--- src/rtl/ps2_pkg.sv ---
// ps2_pkg: shared constants and state type for the PS/2 receiver
package ps2_pkg;
  localparam logic [7:0] PS2_BREAK = 8'hF0;
  localparam logic [7:0] PS2_EXT = 8'hE0;
  localparam int DEF_FILTER_LEN = 8;
  localparam int DEF_TIMEOUT_CYC = 20000;
  typedef enum logic [1:0] {IDLE, DATOS, PARIDAD, PARADA} estado_t;
endpackage

--- src/rtl/filtro_ps2.sv ---
// filtro_ps2: synchronises the PS/2 lines, debounces the clock and flags its falling edges
module filtro_ps2 import ps2_pkg::*; #(
  parameter int FILTER_LEN = DEF_FILTER_LEN
) (
  input  logic clk,
  input  logic rst_n,
  input  logic ps2_clk,
  input  logic ps2_data,
  output logic datos_sinc,
  output logic caida
);
  localparam int CW = $clog2(FILTER_LEN + 1);
  logic [1:0] r_c_s, r_d_s;
  logic r_filt, r_filt_q;
  logic [CW-1:0] r_cnt;
  logic w_lleno;
  assign w_lleno = r_cnt == CW'(FILTER_LEN - 1);
  assign datos_sinc = r_d_s[1];
  assign caida = r_filt_q & ~r_filt;
  // Lines idle high, so synchronisers and filter come out of reset high to avoid a false edge
  always_ff @(posedge clk or negedge rst_n)
    if (!rst_n) begin
      r_c_s <= 2'b11;
      r_d_s <= 2'b11;
      r_filt <= 1'b1;
      r_filt_q <= 1'b1;
      r_cnt <= '0;
    end else begin
      r_c_s <= {r_c_s[0], ps2_clk};
      r_d_s <= {r_d_s[0], ps2_data};
      r_filt_q <= r_filt;
      r_cnt <= (r_c_s[1] != r_filt && !w_lleno) ? r_cnt + CW'(1) : '0;
      r_filt <= (r_c_s[1] != r_filt && w_lleno) ? r_c_s[1] : r_filt;
    end
endmodule

--- src/rtl/receptor_ps2.sv ---
// receptor_ps2: PS/2 keyboard frame receiver with break/extended prefix stripping
module receptor_ps2 import ps2_pkg::*; #(
  parameter int FILTER_LEN = DEF_FILTER_LEN,
  parameter int TIMEOUT_CYC = DEF_TIMEOUT_CYC
) (
  input  logic       clk,
  input  logic       rst_n,
  input  logic       ps2_clk,
  input  logic       ps2_data,
  output logic [7:0] Letra,
  output logic       TecladoReady,
  output logic       TeclaLiberada,
  output logic       Extendida,
  output logic       ErrorTrama
);
  localparam int TW = $clog2(TIMEOUT_CYC + 1);
  logic w_caida, w_dat, w_tout, w_ok;
  estado_t r_estado;
  logic [7:0] r_shift;
  logic [2:0] r_bit;
  logic r_par, r_brk, r_ext;
  logic [TW-1:0] r_tout;
  filtro_ps2 #(.FILTER_LEN(FILTER_LEN)) u_filtro (
    .clk(clk), .rst_n(rst_n), .ps2_clk(ps2_clk), .ps2_data(ps2_data),
    .datos_sinc(w_dat), .caida(w_caida)
  );
  assign w_tout = (r_estado != IDLE) && (r_tout == TW'(TIMEOUT_CYC));
  assign w_ok = (^{r_shift, r_par}) && w_dat;
  // Timeout is tested first so an expiring counter overrides a coincident edge
  always_ff @(posedge clk or negedge rst_n)
    if (!rst_n) begin
      r_estado <= IDLE;
      r_shift <= '0;
      r_bit <= '0;
      r_par <= 1'b0;
      r_brk <= 1'b0;
      r_ext <= 1'b0;
      r_tout <= '0;
      Letra <= '0;
      TecladoReady <= 1'b0;
      TeclaLiberada <= 1'b0;
      Extendida <= 1'b0;
      ErrorTrama <= 1'b0;
    end else begin
      TecladoReady <= 1'b0;
      ErrorTrama <= 1'b0;
      r_tout <= (r_estado == IDLE || w_caida) ? '0 : r_tout + TW'(1);
      if (w_tout) begin
        ErrorTrama <= 1'b1;
        r_brk <= 1'b0;
        r_ext <= 1'b0;
        r_estado <= IDLE;
        r_tout <= '0;
      end else if (w_caida)
        case (r_estado)
          IDLE: if (!w_dat) begin
            r_estado <= DATOS;
            r_bit <= '0;
          end
          DATOS: begin
            r_shift <= {w_dat, r_shift[7:1]};
            r_bit <= r_bit + 3'd1;
            if (r_bit == 3'd7) r_estado <= PARIDAD;
          end
          PARIDAD: begin
            r_par <= w_dat;
            r_estado <= PARADA;
          end
          default: begin
            r_estado <= IDLE;
            if (!w_ok) begin
              ErrorTrama <= 1'b1;
              r_brk <= 1'b0;
              r_ext <= 1'b0;
            end else if (r_shift == PS2_BREAK) r_brk <= 1'b1;
            else if (r_shift == PS2_EXT) r_ext <= 1'b1;
            else begin
              Letra <= r_shift;
              TeclaLiberada <= r_brk;
              Extendida <= r_ext;
              TecladoReady <= 1'b1;
              r_brk <= 1'b0;
              r_ext <= 1'b0;
            end
          end
        endcase
    end
endmodule
--- config.mk ---
export PLATFORM = sky130hd
export DESIGN_NAME = receptor_ps2
export DESIGN_NICKNAME = d
export VERILOG_FILES = /design/src/rtl/ps2_pkg.sv /design/src/rtl/filtro_ps2.sv /design/src/rtl/receptor_ps2.sv
export SDC_FILE = /design/constraint.sdc
export NUM_CORES = 1
export LEC_CHECK = 0
export ABC_AREA = 1
export BUFFER_PORTS_ARGS = -buffer_cell sky130_fd_sc_hd__buf_2
export CORE_ASPECT_RATIO = 0.6
export CORE_MARGIN = 4
export CORE_UTILIZATION = 60
export DETAILED_ROUTE_END_ITERATION = 6
export PLACE_DENSITY = 0.89
export SKIP_LAST_GASP = 1
export SLEW_MARGIN = 20
export SYNTH_ARGS = -nofsm -noshare
export SYNTH_HDL_FRONTEND = slang
export SYNTH_HIERARCHICAL = 1
export SYNTH_SLANG_ARGS = --single-unit
export TNS_END_PERCENT = 50
--- constraint.sdc ---
create_clock -name clk -period 1.8 [get_ports clk]
set_input_delay 0.27 -clock clk [delete_from_list [all_inputs] [get_ports clk]]
set_output_delay 0.27 -clock clk [all_outputs]
set_load 0.01 [all_outputs]
Word-level counts from Yosys, hierarchy flattened
Cells that the tools add are included.
{"block": "totals", "reg_bits": 53, "output_inout_bits": 12, "elab_cells": 91}
{"block": "classes", "addsub": 3, "eq_ne": 14, "muxes": 32, "bitwise_logic": 6, "n_reduce_logical": 19}
{"cell": "$mux 15", "count": 2}
{"cell": "$mux 1", "count": 22}
{"cell": "$eq 8x8->1 const B", "count": 2}
{"cell": "$add 15x1->15 const B", "count": 1}
{"cell": "$eq 15x15->1 const B", "count": 1}
{"cell": "$reduce_and 3->1", "count": 5}
{"cell": "$ne 3x3->1 const B", "count": 3}
{"cell": "$reduce_xor 9->1", "count": 1}
{"cell": "$mux 2", "count": 4}
{"cell": "$pmux 2 s3", "count": 1}
{"cell": "$pmux 3 s2", "count": 1}
{"cell": "$reduce_and 6->1", "count": 1}
{"cell": "$reduce_bool 2->1", "count": 3}
{"cell": "$not 1->1", "count": 5}
{"cell": "$add 4x1->4 const B", "count": 1}
{"cell": "$eq 4x3->1 const B", "count": 1}
{"cell": "$logic_and 1x1->1", "count": 4}
{"cell": "$mux 4", "count": 1}
{"cell": "$ne 4x4->1 const B", "count": 1}
{"cell": "$reduce_and 4->1", "count": 1}
{"cell": "$add 3x1->3 const B", "count": 1}
{"cell": "$eq 3x3->1 const B", "count": 1}
{"cell": "$mux 3", "count": 1}
{"cell": "$reduce_or 3->1", "count": 1}
{"cell": "other kinds (9)", "count": 9}

Logic depth before layout (Yosys ltp)
Gate-level depths: netlist of run 1.
{"block": "depth", "depth_word": 7, "depth_mapped": 15, "depth_no_buf": 14}

Modules after synthesis
The synthesis of run 1 kept the hierarchy.
{"mod": "receptor_ps2", "instances": 1, "cells_per_inst": 264, "area_each_um2": 2200.9, "seq_area_each_um2": 1076.0}
{"mod": "filtro_ps2", "instances": 1, "cells_per_inst": 33, "area_each_um2": 366.6, "seq_area_each_um2": 257.7}

Worst setup path after synthesis of run 1
OpenSTA, ideal clock, no wires.
{"block": "synth_timing", "path_kind": "flip-flop to flip-flop", "startpoint": "register r_estado[0]", "endpoint": "register TeclaLiberada", "setup_ps": 116, "arrival_ps": 1539, "required_ps": 1684, "slack_ps": 145, "path_stages_with_launch": 16, "path_buffers": 1, "synth_period_minus_slack_ps": 1655, "path_cell_list": "dfrtp_1 > inv_1 > ha_1 > inv_1 > nand2_1 > nor2_1 > nand2_1 > nor2_2 > nor2_1 > nand2_2 > nor2_2 > nand2_2 > buf_6 > inv_4 > nand2_1 > nand2_1"}
{"block": "synth_via", "elab_chain_len": 4}
{"element": "start: declaration", "line_no": "receptor_ps2.sv:18", "rtl": "estado_t r_estado;"}
{"element": "start signal: assignment", "line_no": "receptor_ps2.sv:32", "rtl": "r_estado <= IDLE;"}
{"element": "start signal: assignment", "line_no": "receptor_ps2.sv:52", "rtl": "r_estado <= IDLE;"}
{"element": "start signal: assignment", "line_no": "receptor_ps2.sv:57", "rtl": "r_estado <= DATOS;"}
{"element": "$eq 2x2->1, or another cell as far along", "line_no": "receptor_ps2.sv:55", "rtl": "case (r_estado)"}
{"element": "$reduce_or 3->1 (no source line) / $logic_and 1x1->1 (equally long branches)"}
{"element": "$not 1->1 (no source line)"}
{"element": "$reduce_and 6->1 (no source line) *"}
{"element": "end signal: assignment", "line_no": "receptor_ps2.sv:79", "rtl": "TeclaLiberada <= r_brk;"}
{"element": "end: declaration", "line_no": "receptor_ps2.sv:12", "rtl": "output logic TeclaLiberada,"}
Mark *: on every way between the ends. The rest lies on a longest branch, timed or not.
A chain may end at the register's enable or synchronous reset.

Final worst setup path of run 1
{"block": "layout_timing", "startpoint": "register r_tout[0]", "endpoint": "register r_brk"}
{"block": "layout_via", "elab_chain_len": 4}
{"element": "start: declaration", "line_no": "receptor_ps2.sv:22", "rtl": "logic [TW-1:0] r_tout;"}
{"element": "start signal: assignment", "line_no": "receptor_ps2.sv:47", "rtl": "r_tout <= (r_estado == IDLE || w_caida) ? '0 : r_tout + TW'(1);"}
{"element": "$eq 15x15->1 *", "line_no": "receptor_ps2.sv:27", "rtl": "assign w_tout = (r_estado != IDLE) && (r_tout == TW'(TIMEOUT_CYC));"}
{"element": "$logic_and 1x1->1 *", "line_no": "receptor_ps2.sv:27"}
{"element": "$ne 4x4->1 (no source line), or another cell as far along"}
{"element": "$reduce_and 3->1 (no source line)"}
{"element": "end signal: assignment", "line_no": "receptor_ps2.sv:36", "rtl": "r_brk <= 1'b0;"}
{"element": "end signal: assignment", "line_no": "receptor_ps2.sv:50", "rtl": "r_brk <= 1'b0;"}
{"element": "end signal: assignment", "line_no": "receptor_ps2.sv:73", "rtl": "r_brk <= 1'b0;"}
{"element": "end: declaration", "line_no": "receptor_ps2.sv:21", "rtl": "logic r_par, r_brk, r_ext;"}
Marked as above.

==> results.txt, run 1 <==
----------------------------------------------------
[Pwr]
  Peak supply drop ... 0.000645 V
  Power density normalized to cell area ... approximately 1000 nW/um^2
  Post-layout total power ... roughly 3.1 mW
  Leakage power ... 1.49 nW

[Synthesis]
  Yosys top cell by area ... sky130_fd_sc_hd__dfrtp_1
  Number of flip-flops and latches in the synthesized netlist ... 53
  Post-Syn Nets ... 310
  Synthesized instance count ... 297
  Yosys synthesis warning count ... 6
  Fraction of post-synthesis cell area in the top cell type by area ... 0.458
  Post-synth design cell area ... ~2600 sq um
  Seq/Total Area, Yosys ... 0.519
  Mean cell area of the mapped netlist ... ~8.6 sq um
  Ranking of synthesized cells by area ... sky130_fd_sc_hd__dfrtp_1 46%, sky130_fd_sc_hd__nand2_1 11%, sky130_fd_sc_hd__dfstp_2 6.1%
  Distinct cell type count after synthesis ... 27

[Hold path]
  Min-delay worst type ... primary input to register
  Min-delay src ... ps2_data
  Number of instances on the worst hold path ... 1

[Global route]
  Total Routing Usage GR ... 0.206
  Global-route wire length before repair ... between 8 and 9 mm
  Gr ovfl total ... 0
  Pin count of the biggest net entering global routing ... 26
  Number of global-route vias before repair ... between 1500 and 2000
  Antenna violations before repair ... 0

[Run status]
  Status ... finished clean

[Setup path]
  CP dominant cell by count ... sky130_fd_sc_hd__nand2_1
  Peak per-stage delay on the critical path ... around 0.43 ns
  Number of cells traversed by the worst register-to-register path ... 12
  Launching element type of the critical path ... register
  Critical Path Slowest Stage Cell ... sky130_fd_sc_hd__dfrtp_1
  FF-to-FF Start ... r_tout[0]
  Maximum fanout along the worst path ... 7
  Path type of the worst setup path ... register to register
  Worst setup startpoint ... r_tout[0]
  Cell-by-cell trace of the critical path ... inv_1, ha_2, nand2_2, nor2_2, nand2_1, nor2_2, buf_4, inv_2, nand2_1, nand2_1, nand2_1, o21ai_0
  Worst EP required ... approximately 2.0 ns
  Data arrival at the endpoint of the critical path ... 1.95 ns
  Capturing element type of the critical path ... register

[Route]
  First DRT Iteration DRCs ... ~220
  Total Wirelength ... roughly 6 mm
  Router iterations before antenna repair ... 5
  Count of nets left with antenna violations after detail routing ... 0
  Routed len/inst ... around 15 um
  Average vias per placed instance ... 5.27
  Vias post-DR ... ~2100
  DRC violation count after routing ... 0

[Floorplanning]
  Core area ... ~4100 sq um
  Die area ... around 5400 sq um
  Die Width ... roughly 92 um
  Starting density of the core ... 0.623
  Placement Rows ... 18
  Number of placed I/O pins ... 16
  Die span in y ... 58.7 um

[Finish]
  Proportion of layout cells with a drive suffix above 1 ... 0.321
  Area growth from synthesis to layout ... 19.3%
  Final nets ... 352
  Final standard cell count with taps included and fillers excluded ... 400
  Ant diodes ... 0

[STA]
  Count of final setup violators ... 0
  Unrepaired setup endpoints after global routing ... yes
  Count of final hold-check violations ... 0
  Worst-margin pin slew ... between 0.5 and 0.6 ns
  Period Utilization, post-route ... 0.980
  Final-layout setup total negative slack ... 0 ns
  Worst relative slew slack ... 0.614
  Clk_skew ... about 0.0085 ns
  Tightest hold margin ... just over 0.05 ns
  Max-slew violation count ... 0
  Timing-limited maximum frequency ... ~0.57 GHz
  Final critical delay including setup and external delays ... 1.76 ns

[Flow run]
  Max-cap violations ... 0

[Clock tree]
  Deepest level of the CTS H-tree ... 2
  Total clock buffers created by CTS ... 5
  Clock-pin transition on the worst setup and hold timing paths ... 0.10 ns
  Clock latency on the worst-skew pair ... between 0.3 and 0.4 ns
  Clk buf depth ... 2
  Clock tree from TritonCTS ... yes
  Clock sink total ... 53
  Cell at the root of the clock tree ... sky130_fd_sc_hd__clkbuf_8

[Placed design]
  PortBufs ... 15
  Final HPWL from detailed placement ... ~3.7 mm
  Dpl cells ... ~380
  Routability-driven placement congestion ratio ... 0.857

----------------------------------------------------
## power by group
part	internal (mW)	switching [mW]	leakage, nW
clock network	0.273	0.402	0.0364
registers	1.32	0.107	0.713
logic	0.373	0.595	0.738
total	1.97	1.10	1.49
## worst paths after layout
path	end	slack, ns
hold reg to reg	u_filtro/r_d_s[1]	0.36
setup reg to reg	r_brk	0.04
hold / removal	u_filtro/r_d_s[0]	0.05
min in group asynchronous	TecladoReady	0.48
max in group asynchronous	r_shift[4]	0.73
setup / recovery	r_brk	0.04
## placed cells by master, fill, tap and decap left out, drive strengths merged
cell type / n
dfstp: 6
inv: 46
clkbuf: 5
clkinvlp: 3
nor3: 7
xnor2: 2
ha: 9
nand2: 85
dfrtp: 47
a211oi: 1
o21ai: 34
a21o: 1
a21oi: 8
nor4: 1
nand4: 6
nor3b: 1
dlygate4sd3: 1
nor2: 28
nand3: 14
xor2: 1
buf: 34
## state kept, by name (all words and copies together), names as in the netlist, 2 cells and up
register	count
r_estado	2
u_filtro/r_c_s	2
Letra	8
r_tout	15
u_filtro/r_d_s	2
u_filtro/r_cnt	4
r_shift	8
r_bit	3
## metrics by stage
stage	utilization	instance area, sq um	setup WS, ns
after detailed placement	0.678	2790	-0.0935
final	0.743	3060	0.0354
after global routing	0.743	3060	-0.128
after global placement	0.678	2790	0.0174
after floorplan	-	2570	0.145
after CTS	0.703	2900	0.000905
## area by class of cell
class	count	area, sq um
multi-input combinational	198	1150
clock inverter	3	22.5
tap	60	75.1
sequential	53	1330
inverter	46	175
clock buffer	5	68.8
fill	277	1060
timing repair buffer	35	240
## routing by layer
metal / track usage / wire length (um) / vias up
met5: 0 / 0 / -
met4: 0.0634 / 112 / 0
met3: 0.0460 / 347 / 14
met2: 0.303 / 2700 / 72
met1: 0.308 / 2700 / 992
li1: - / - / 1031
## cell families after synthesis
kind of cell,after synthesis,share of synthesized area
flops,53,0.519
xor+xnor,3,0.0102
buf+inv,49,0.0789
fa+ha+maj,9,0.0439
compound gates,44,0.0999
simple gates,139,0.248
## critical path, delay by kind of cell (launching register included)
kind | cells | cell delay, ns
flip-flops | 1 | 0.43
AO/OA/AOI/OAI | 1 | 0.10
adder cells (fa/ha/maj) | 1 | 0.17
AND/OR/NAND/NOR | 7 | 0.66
buffers and inverters | 3 | 0.29
## cell usage after synthesis
master and number:
sky130_fd_sc_hd__a211oi_2 1, sky130_fd_sc_hd__a21o_1 1, sky130_fd_sc_hd__a21oi_1 8, sky130_fd_sc_hd__buf_2 1, sky130_fd_sc_hd__buf_6 2, sky130_fd_sc_hd__dfrtp_1 47
sky130_fd_sc_hd__dfstp_2 6, sky130_fd_sc_hd__ha_1 9, sky130_fd_sc_hd__inv_1 37, sky130_fd_sc_hd__inv_2 8, sky130_fd_sc_hd__inv_4 1, sky130_fd_sc_hd__nand2_1 75
sky130_fd_sc_hd__nand2_2 7, sky130_fd_sc_hd__nand3_1 12, sky130_fd_sc_hd__nand3_2 2, sky130_fd_sc_hd__nand4_1 6, sky130_fd_sc_hd__nor2_1 21, sky130_fd_sc_hd__nor2_2 4
sky130_fd_sc_hd__nor2_4 3, sky130_fd_sc_hd__nor3_1 7, sky130_fd_sc_hd__nor3b_1 1, sky130_fd_sc_hd__nor4_2 1, sky130_fd_sc_hd__o21ai_0 22, sky130_fd_sc_hd__o21ai_1 5
sky130_fd_sc_hd__o21ai_2 7, sky130_fd_sc_hd__xnor2_1 2, sky130_fd_sc_hd__xor2_1 1
## timing repair
action | 4_1_cts | 5_1_grt
gates resized for setup | 1 | 32
gates cloned | 0 | 3
hold endpoints to repair | 17 | 0
buffers inserted | 0 | 7
endpoints found under the setup margin | 10 | 30
pin swaps | 0 | 11
hold buffers | 1 | 0
Note: power is estimated with default switching activity, not from simulation.
==> run 2, diff against run 1 <==
Settings changed: CELL_PAD_IN_SITES_DETAIL_PLACEMENT set to 1, CELL_PAD_IN_SITES_GLOBAL_PLACEMENT set to 1, CORE_UTILIZATION 60 to 46.
==> results.txt, run 2 (synthesis results as in run 1) <==
----------------------------------------------------
[Setup path]
  Worst setup startpoint ... r_tout[0]
  Critical Path Slowest Stage Cell ... sky130_fd_sc_hd__dfrtp_1
  Cell family contributing the most delay on the critical path ... simple AND/OR/NAND/NOR gates
  Maximum fanout along the worst path ... 10
  Path type of the worst setup path ... register to register
  Cell-by-cell trace of the critical path ... inv_1, ha_2, nand2_2, nor2_2, nand2_1, nor2_2, nor2_2, nand2_2, nor2_4, nand2_4, clkbuf_16, o21ai_1
  WP buf/inv ... 2
  Launching element type of the critical path ... register
  CP dominant cell by count ... sky130_fd_sc_hd__nor2_2
  Data arrival at the endpoint of the critical path ... 2.06 ns
  Worst EP required ... just over 2 ns
  Capturing element type of the critical path ... register
  FF-to-FF Start ... r_tout[0]
  Peak per-stage delay on the critical path ... between 0.4 and 0.5 ns

[Run status]
  Status ... complete, but fails checks
  Violations in the final reports ... negative setup slack

[Finish]
  Ant diodes ... 0
  Most common cell after layout, fill and taps aside ... sky130_fd_sc_hd__nand2_1
  Area growth from synthesis to layout ... 21.9%
  Registers with the most flip-flops ... r_tout x15, Letra x8, r_shift x8
  Top library cells by usage in the layout, fill and taps aside ... 68 x sky130_fd_sc_hd__nand2_1, 47 x sky130_fd_sc_hd__dfrtp_1, 31 x sky130_fd_sc_hd__inv_1, 18 x sky130_fd_sc_hd__nor2_1, 17 x sky130_fd_sc_hd__o21ai_0
  Area of all placed cells without fillers ... around 3100 sq um
  Most flops, register ... r_tout
  Flip-flop count of the largest register, all copies and words added ... 15
  Final nets ... approximately 350
  Proportion of layout cells with a drive suffix above 1 ... 0.309
  Layout Utilization ... 0.598
  Final standard cell count with taps included and fillers excluded ... 399

[Global route]
  Gr ovfl total ... 0
  Global-route wire length before repair ... just over 10 mm
  Pin count of the biggest net entering global routing ... 54
  Total Routing Usage GR ... 0.192
  Number of global-route vias before repair ... ~2100
  Antenna violations before repair ... 0

[Route]
  Router iterations before antenna repair ... 4
  Total Wirelength ... 6.70 mm
  Vias post-DR ... 2110
  First DRT Iteration DRCs ... 79
  DRC violation count after routing ... 0
  Average vias per placed instance ... 5.29
  Count of nets left with antenna violations after detail routing ... 0
  Routed len/inst ... 16.8 um

[STA]
  Timing-limited maximum frequency ... about 0.54 GHz
  Count of final hold-check violations ... 0
  Final-layout setup total negative slack ... -0.0351 ns
  Max-slew violation count ... 0
  Tightest hold margin ... a little over 0.05 ns
  Clk_skew ... 0.00850 ns
  Final critical delay including setup and external delays ... 1.84 ns
  Worst-margin pin slew ... around 0.37 ns
  Worst relative slew slack ... 0.754
  Unrepaired setup endpoints after global routing ... yes
  Period Utilization, post-route ... 1.02
  Post-route setup slack ... -0.0351 ns
  Count of final setup violators ... 1

[Floorplanning]
  Number of placed I/O pins ... 16
  Die area ... roughly 7000 sq um
  Starting density of the core ... 0.491
  Placement Rows ... 20
  Die span in y ... ~66 um
  Core area ... approximately 5200 sq um
  Die Width ... between 100 and 150 um

[Placed design]
  Dpl cells ... approximately 380
  PortBufs ... 15
  Final HPWL from detailed placement ... 4.39 mm
  Routability-driven placement congestion ratio ... 0.794
  Pre-CTS WS ... -0.0259 ns
  Post-placement cell area ... around 2800 sq um

[Pwr]
  Clk network pwr share ... 0.285
  Gate power share ... 0.288
  Power density normalized to cell area ... roughly 1100 nW/um^2
  Peak supply drop ... 0.000755 V
  Post-layout total power ... approximately 3.4 mW
  Cell-internal power ... ~2.2 mW
  Leakage power ... between 1.5 and 2 nW
  Proportion of total power due to net switching ... 0.337
  Relative contribution of sequential cells to total power ... 0.426
  Switching power summed over all nets ... roughly 1.1 mW

[Clock tree]
  Total clock buffers created by CTS ... 5
  Clock tree from TritonCTS ... yes
  Clock sink total ... between 50 and 60
  Clk buf depth ... 2
  Cell at the root of the clock tree ... sky130_fd_sc_hd__clkbuf_8
  Deepest level of the CTS H-tree ... 2
  Clock latency on the worst-skew pair ... approximately 0.31 ns
  Clock-pin transition on the worst setup and hold timing paths ... around 0.10 ns

[Flow run]
  Max-cap violations ... 0

[Hold path]
  Min-delay src ... ps2_data
  Min-delay worst type ... primary input to register

----------------------------------------------------
[run 2: cell count changes in the layout (fill, tap and decap cells not counted), moves of 2 or more]
cell / delta
sky130_fd_sc_hd__nor3_2: +2
sky130_fd_sc_hd__nor2_2: -2
sky130_fd_sc_hd__nand2_2: -4
sky130_fd_sc_hd__buf_4: -8
sky130_fd_sc_hd__clkbuf_16: +2
sky130_fd_sc_hd__nand2_1: +2
sky130_fd_sc_hd__bufinv_16: +2
sky130_fd_sc_hd__o21ai_0: -2
sky130_fd_sc_hd__clkinvlp_4: -3
sky130_fd_sc_hd__o21ai_1: +3
sky130_fd_sc_hd__inv_1: -2
[run 2: worst paths after layout]
check | end | slack, ns | cells after the start
max reg2reg | Letra[7] | -0.04 | 12
min in group asynchronous | r_tout[5] | 0.48 | 3
max in group asynchronous | u_filtro/r_filt_q | 1.02 | 3
max | Letra[7] | -0.04 | 12
min | u_filtro/r_d_s[0] | 0.05 | 1
min reg2reg | u_filtro/r_d_s[1] | 0.36 | 0
[run 2: routing by layer]
metal	up-vias	part of all wire	wire length (um)	global-route usage
li1	1014	-	-	-
met1	1056	0.47	3170	0.268
met2	33	0.48	3240	0.304
met3	7	0.032	211	0.0439
met4	0	0.010	70	0.0498
met5	-	0	0	0
[run 2: area by class of cell]
type / instances / area [sq um]
clock buffer: 5 / 68.8
timing repair buffer: 30 / 250
fill: 607 / 2100
clock inverter: 3 / 65.1
tap: 66 / 82.6
multi-input combinational: 196 / 1150
sequential: 53 / 1330
inverter: 46 / 178
[run 2: worst register-to-register path: cells and delay by family (launching register included)]
kind / cells / cell delay [ns]
AO/OA/AOI/OAI: 1 / 0.19
adder cells (fa/ha/maj): 1 / 0.18
buffers and inverters: 2 / 0.26
flip-flops: 1 / 0.42
AND/OR/NAND/NOR: 8 / 0.70
[run 2: power groups by stage]
stage | logic (mW) | registers [mW] | clock network, mW
2_1_floorplan | 0.499 | 1.43 | 0
3_3_place_gp | 0.748 | 1.44 | 0
3_5_place_dp | 0.791 | 1.45 | 0
4_1_cts | 0.835 | 1.42 | 0.972
5_1_grt | 1.09 | 1.45 | 1.04
6_report | 0.970 | 1.43 | 0.960
[run 2: what timing repair did]
| action | in CTS | in global routing |
|---|---|---|
| endpoints found under the hold margin | 47 | 0 |
| pin swaps | 0 | 10 |
| resized for setup | 4 | 35 |
| setup buffers | 0 | 3 |
| cloned | 0 | 3 |
| hold buffers | 1 | 0 |
| setup endpoints to repair | 20 | 34 |
